### src/rtl/sram_ctrl_pkg.sv
// Shared types, widths and the byte-merge helper for the Wishbone-to-OpenRAM port controller.
package sram_ctrl_pkg;

  localparam int unsigned DATA_W     = 32;
  localparam int unsigned SPARE_BIT  = 32;
  localparam int unsigned NUM_WMASKS = 4;

  typedef enum logic [2:0] {IDLE, RD, RDW, WR, DONE} state_t;

  // Take selected bytes from new_wd, the rest from old_wd.
  function automatic logic [DATA_W-1:0] byte_merge(input logic [DATA_W-1:0]     old_wd,
                                                   input logic [DATA_W-1:0]     new_wd,
                                                   input logic [NUM_WMASKS-1:0] sel);
    logic [DATA_W-1:0] res;
    for (int i = 0; i < NUM_WMASKS; i++) begin
      res[8*i +: 8] = sel[i] ? new_wd[8*i +: 8] : old_wd[8*i +: 8];
    end
    return res;
  endfunction

endpackage

### src/rtl/sram_wb_parity.sv
// Combinational even-parity generator (32b write data) and checker (33b read word).
module sram_wb_parity
  import sram_ctrl_pkg::*;
(
  input  logic [DATA_W-1:0] wdata_i,
  output logic              wpar_o,
  input  logic [DATA_W:0]   rdata_i,
  output logic              rerr_o
);

  assign wpar_o = ^wdata_i;
  assign rerr_o = ^rdata_i;

endmodule

### src/rtl/sram_wb_port_ctrl.sv
// Wishbone classic slave driving one 1RW OpenRAM port; all outputs registered.
// Define SRAM_PARITY_EN to store even parity in the spare bit (partial writes become RMW).
module sram_wb_port_ctrl
  import sram_ctrl_pkg::*;
#(
  parameter int unsigned ADDR_WIDTH = 9,
  parameter logic [31:0] BASE_ADDR  = 32'h3000_0000,
  parameter logic [31:0] ADDR_MASK  = 32'hFFFF_F800
) (
  input  logic                  wb_clk_i,
  input  logic                  wb_rst_n,
  input  logic                  wbs_cyc_i,
  input  logic                  wbs_stb_i,
  input  logic                  wbs_we_i,
  input  logic [3:0]            wbs_sel_i,
  input  logic [31:0]           wbs_adr_i,
  input  logic [31:0]           wbs_dat_i,
  output logic                  wbs_ack_o,
  output logic [31:0]           wbs_dat_o,
  output logic                  sram_csb0,
  output logic                  sram_web0,
  output logic [3:0]            sram_wmask0,
  output logic                  sram_spare_wen0,
  output logic [ADDR_WIDTH-1:0] sram_addr0,
  output logic [32:0]           sram_din0,
  input  logic [32:0]           sram_dout0,
  output logic                  parity_err_o,
  output logic                  busy_o
);

  localparam logic [NUM_WMASKS-1:0] FullMask = '1;

  state_t                  state_q, state_d;
  logic                    rmw_q, rmw_d;
  logic [NUM_WMASKS-1:0]   sel_q, sel_d;
  logic [DATA_W-1:0]       wdat_q, wdat_d;

  logic                    csb_d, web_d, spare_wen_d, ack_d, perr_d, busy_d;
  logic [NUM_WMASKS-1:0]   wmask_d;
  logic [ADDR_WIDTH-1:0]   addr_d;
  logic [DATA_W:0]         din_d;
  logic [DATA_W-1:0]       dat_d;

  logic                    req, needs_rmw, wpar, rerr;
  logic [ADDR_WIDTH-1:0]   word_addr;
  logic [DATA_W-1:0]       merged;

  assign req       = wbs_cyc_i & wbs_stb_i & ((wbs_adr_i & ADDR_MASK) == BASE_ADDR);
  assign word_addr = wbs_adr_i[ADDR_WIDTH+1:2];
  assign merged    = byte_merge(sram_dout0[DATA_W-1:0], wdat_q, sel_q);

`ifdef SRAM_PARITY_EN
  localparam bit ParityEn = 1'b1;
  logic [DATA_W-1:0] par_data;
  // The RMW write phase needs parity of the merged word, the direct write of the bus data.
  assign par_data = (state_q == RDW) ? merged : wbs_dat_i;
  sram_wb_parity u_parity (
    .wdata_i (par_data),
    .wpar_o  (wpar),
    .rdata_i (sram_dout0),
    .rerr_o  (rerr)
  );
`else
  localparam bit ParityEn = 1'b0;
  logic unused_spare;
  assign unused_spare = sram_dout0[SPARE_BIT];
  assign wpar = 1'b0;
  assign rerr = 1'b0;
`endif

  assign needs_rmw = ParityEn && (wbs_sel_i != FullMask) && (wbs_sel_i != '0);

  always_ff @(posedge wb_clk_i or negedge wb_rst_n) begin
    if (!wb_rst_n) begin
      state_q         <= IDLE;
      rmw_q           <= 1'b0;
      sel_q           <= '0;
      wdat_q          <= '0;
      sram_csb0       <= 1'b1;
      sram_web0       <= 1'b1;
      sram_wmask0     <= '0;
      sram_spare_wen0 <= 1'b0;
      sram_addr0      <= '0;
      sram_din0       <= '0;
      wbs_ack_o       <= 1'b0;
      wbs_dat_o       <= '0;
      parity_err_o    <= 1'b0;
      busy_o          <= 1'b0;
    end else begin
      state_q         <= state_d;
      rmw_q           <= rmw_d;
      sel_q           <= sel_d;
      wdat_q          <= wdat_d;
      sram_csb0       <= csb_d;
      sram_web0       <= web_d;
      sram_wmask0     <= wmask_d;
      sram_spare_wen0 <= spare_wen_d;
      sram_addr0      <= addr_d;
      sram_din0       <= din_d;
      wbs_ack_o       <= ack_d;
      wbs_dat_o       <= dat_d;
      parity_err_o    <= perr_d;
      busy_o          <= busy_d;
    end
  end

  always_comb begin
    state_d = state_q;
    unique case (state_q)
      IDLE: begin
        if (req) begin
          if (wbs_we_i && (wbs_sel_i == '0)) state_d = DONE;
          else if (wbs_we_i && !needs_rmw)   state_d = WR;
          else                               state_d = RD;
        end
      end
      RD:      state_d = RDW;
      RDW:     state_d = rmw_q ? WR : DONE;
      WR:      state_d = DONE;
      DONE:    state_d = IDLE;
      default: state_d = IDLE;
    endcase
  end

  always_comb begin
    rmw_d       = rmw_q;
    sel_d       = sel_q;
    wdat_d      = wdat_q;
    csb_d       = sram_csb0;
    web_d       = sram_web0;
    wmask_d     = sram_wmask0;
    spare_wen_d = sram_spare_wen0;
    addr_d      = sram_addr0;
    din_d       = sram_din0;
    dat_d       = wbs_dat_o;
    ack_d       = 1'b0;
    perr_d      = 1'b0;
    busy_d      = (state_d != IDLE);
    unique case (state_q)
      IDLE: begin
        if (req) begin
          rmw_d  = wbs_we_i && needs_rmw;
          sel_d  = wbs_sel_i;
          wdat_d = wbs_dat_i;
          if (wbs_we_i && (wbs_sel_i == '0)) begin
            ack_d = 1'b1;
          end else if (wbs_we_i && !needs_rmw) begin
            csb_d       = 1'b0;
            web_d       = 1'b0;
            wmask_d     = ParityEn ? FullMask : wbs_sel_i;
            spare_wen_d = ParityEn;
            addr_d      = word_addr;
            din_d       = {wpar, wbs_dat_i};
          end else begin
            csb_d  = 1'b0;
            web_d  = 1'b1;
            addr_d = word_addr;
          end
        end
      end
      RD: csb_d = 1'b1;
      RDW: begin
        // dout0 is only valid at this edge; capture or merge it now.
        perr_d = rerr;
        if (rmw_q) begin
          csb_d       = 1'b0;
          web_d       = 1'b0;
          wmask_d     = FullMask;
          spare_wen_d = ParityEn;
          din_d       = {wpar, merged};
        end else begin
          dat_d = sram_dout0[DATA_W-1:0];
          ack_d = 1'b1;
        end
      end
      WR: begin
        csb_d       = 1'b1;
        web_d       = 1'b1;
        wmask_d     = '0;
        spare_wen_d = 1'b0;
        ack_d       = 1'b1;
      end
      DONE:    ack_d = 1'b0;
      default: ;
    endcase
  end

endmodule
### config.mk
export PLATFORM = sky130hd
export DESIGN_NAME = sram_wb_port_ctrl
export DESIGN_NICKNAME = d
export VERILOG_FILES = /design/src/rtl/sram_ctrl_pkg.sv /design/src/rtl/sram_wb_parity.sv /design/src/rtl/sram_wb_port_ctrl.sv
export SDC_FILE = /design/constraint.sdc
export NUM_CORES = 1
export LEC_CHECK = 0
export ABC_AREA = 1
export BUFFER_PORTS_ARGS = -buffer_cell sky130_fd_sc_hd__buf_2
export CAP_MARGIN = 20
export CORE_ASPECT_RATIO = 0.75
export CORE_MARGIN = 3
export CORE_UTILIZATION = 40
export DETAILED_ROUTE_END_ITERATION = 7
export HOLD_SLACK_MARGIN = 0.1
export PLACE_DENSITY = 0.68
export SLEW_MARGIN = 5
export SYNTH_ARGS = -nofsm -noshare
export SYNTH_HDL_FRONTEND = slang
export SYNTH_SLANG_ARGS = --single-unit
### constraint.sdc
create_clock -name wb_clk_i -period 1.4 [get_ports wb_clk_i]
set_input_delay 0.14 -clock wb_clk_i [delete_from_list [all_inputs] [get_ports wb_clk_i]]
set_output_delay 0.14 -clock wb_clk_i [all_outputs]
set_load 0.05 [all_outputs]
==> metrics.md <==
| Metric | Value |
|---|---|
| Status | `complete, no violations` |
| Distinct cells, synth | `29` |
| First-pass GRT wire length | `16.0 mm` |
| Dpl cell area | `4780 um^2` |
| Multi-input gate area | `1440 um^2` |
| Rows | `29` |
| First-pass iteration count of the detailed router | `4` |
| #FFs+latches synth | `84` |
| TritonCTS clock tree | `yes` |
| Num CTS Buffers | `9` |
| Peak supply drop | `748 uV` |
| Power Total | `around 5.7 mW` |
| Layout cells sized above 1 | `49.5%` |
| Initial DRC count | `about 210` |
| Htree depth | `3` |
| Fin. Hold Viols | `0` |
| Setup violators final | `0` |
| RSZ-0062 raised after global routing | `yes` |
| Synth warnings | `0` |
| Antenna violations before repair | `0` |
| Die Area | `10400 um^2` |
| Fin util | `68.9%` |
| CTS sink count | `84` |
| Largest net degree at the start of global routing | `just over 80` |
| RePlAce Congestion | `0.794` |
| Filler instances | `around 640` |
| Leakage power | `3.20 nW` |
| Die extent in y | `between 80 and 90 um` |
| Residual DRC | `0` |
| Max Root-Sink Buffers | `2` |
| Storage cell area | `2110 um^2` |
| Core ar. | `8710 um^2` |
| CP arrival | `1.58 ns` |
| Startpoint Class | `flip-flop` |
| Hold/Removal Path Class | `primary input to flip-flop` |
| Via count | `3478` |
| Vias per cell | `4.71` |
| Antenna diodes | `0` |
| Vias in the first global route | `3397` |
| Initial Util | `42.3%` |
| Worst Path Required | `between 1.5 and 2 ns` |
| Clk_lat worst skew | `0.33 ns` |
| Post-Syn Area | `3680 um^2` |
| Max-cap violations | `0` |
| Worst Path Max Fanout | `8` |
| Final nets | `731` |
| Worst hold slack | `0.140 ns` |
| Dpl hpwl | `between 6 and 7 mm` |
| Mean Syn Cell Area | `approximately 10 um^2` |
| Post-route antenna net violation count | `0` |
| Critical path endpoint category | `flip-flop` |
| Slew Viols, Final | `0` |
| Minimum clock period after layout | `1.37 ns` |
| Crit path kind | `flip-flop to flip-flop` |
| Worst-path clk slew | `0.06 ns` |
| Gr ovfl total | `0` |
| Pwr Density | `952 nW/um^2` |
| CTS root buffer | `clkbuf_16` |
| Tcrit/Tclk final | `97.9%` |
| Area growth syn-to-layout | `62.9%` |
| Sequential share of the synthesized area | `approximately 57%` |
| IO Pins | `190` |
| Setup_tns | `0 ns` |
| Fin area | `6000 um^2` |
| All-Layer GR Usage | `19.5%` |
| Die Wd | `117 um` |
| Drt total wl | `11.0 mm` |
| Max Fclk | `roughly 730 MHz` |
| PortBufs | `between 150 and 200` |
| Mapped Cells | `351` |
| Fin Clk Skew | `0.00565 ns` |
| Post-DR wirelength/cell | `around 15 um` |
stage by stage:
step | std cells | setup slack (ns)
after floorplan | 353 | 0.0928
after detailed placement | 640 | 0.00273
after CTS | 734 | 0.00224
final | 738 | 0.0294
after global placement | 640 | 0.0222
after global routing | 738 | -0.0577
metal layers:
layer	global-route usage, %	vias to the layer above	share of wire, %
met1	23.9	1648	44
met5	0	-	0
met4	5.31	0	1.2
met3	6.43	13	7.2
li1	-	1681	-
met2	33.5	136	48
critical path: stages (launching register included):
cell	delay, ns
dfrtp_1	0.40
buf_4	0.16
nor2_2	0.12
nand2_4	0.11
clkbuf_16	0.18
mux2_2	0.28
registers in the layout, summed over array words and instances, names as in the netlist:
register and count:
sram_web0 1, wbs_ack_o 1, sram_addr0 9, sram_wmask0 4, state_q 3, busy_o 1
wbs_dat_o 32, sram_din0 32, sram_csb0 1
layout make-up:
class,count,share of cell area [%]
inverters,15,0.959
repair buffers,277,32.4
clock buffers,10,3.82
clock inverters,6,1.48
multi-input cells,238,24.0
well taps,108,2.25
flip-flops and latches,84,35.1
final timing paths:
| check | startpoint | endpoint | slack (ns) | cells after the start |
|---|---|---|---|---|
| worst min-delay path | wbs_we_i | sram_web0 | 0.14 | 4 |
| min in group asynchronous | wb_rst_n | wbs_dat_o[9] | 0.15 | 2 |
| worst max-delay path | state_q[2] | wbs_dat_o[31] | 0.03 | 5 |
| worst max register to register | state_q[2] | wbs_dat_o[31] | 0.03 | 5 |
| max in group asynchronous | wb_rst_n | sram_csb0 | 0.59 | 3 |
| worst min register to register | sram_csb0 | sram_csb0 | 0.46 | 2 |
power by group:
group | switching (mW) | total, mW | internal (mW)
Clock | 0.934 | 2.50 | 1.56
Combinational | 0.389 | 0.711 | 0.322
Sequential | 0.0269 | 2.50 | 2.48
Total | 1.35 | 5.71 | 4.36
synth_stat cells:
cell,count,area share (%)
a21oi_1,32,4.3
buf_1,2,0.20
buf_2,2,0.27
buf_4,6,1.2
buf_6,6,1.8
clkinv_1,1,0.10
conb_1,1,0.10
dfrtp_1,82,56
dfstp_2,2,1.4
inv_1,9,0.92
inv_2,5,0.51
mux2_2,32,9.8
nand2_1,50,5.1
nand2_2,1,0.17
nand2_4,1,0.31
nand3_1,6,0.82
nand3_2,1,0.27
nand3_4,1,0.48
nand4_1,8,1.4
nor2_1,59,6.0
nor2_2,29,4.9
nor2_4,6,1.8
nor2_8,2,1.1
nor3_1,1,0.14
nor3b_1,1,0.20
o21ai_0,2,0.27
o21bai_1,1,0.20
o22ai_1,1,0.17
or2_4,1,0.24
cells in the final DEF, fill, tap and decap left out, drive strengths merged, types with 8 or more instances in the layout:
master	n
dfrtp	82
buf	200
nor2	96
a21oi	32
inv	14
dlygate4sd3	74
nand4	8
clkbuf	13
nand2	52
mux2	32
nand3	8
timing repair:
| item | 4_1_cts | 5_1_grt |
|---|---|---|
| buffers inserted | 4 | 0 |
| setup endpoints to repair | 4 | 78 |
| pin swaps | 4 | 9 |
| hold buffers | 74 | 0 |
| endpoints found under the hold margin | 155 | 0 |
| gates cloned | 0 | 4 |
| gates resized for setup | 4 | 12 |
kinds of logic after synthesis:
kind of cell / count (synthesis) / synth area share [%]
simple gates: 167 / 22.9
compound gates: 36 / 4.99
buf+inv: 31 / 5.06
mux: 32 / 9.78
flops: 84 / 57.1
other cells: 1 / 0.102
Note: power is estimated with default switching activity, not from simulation.
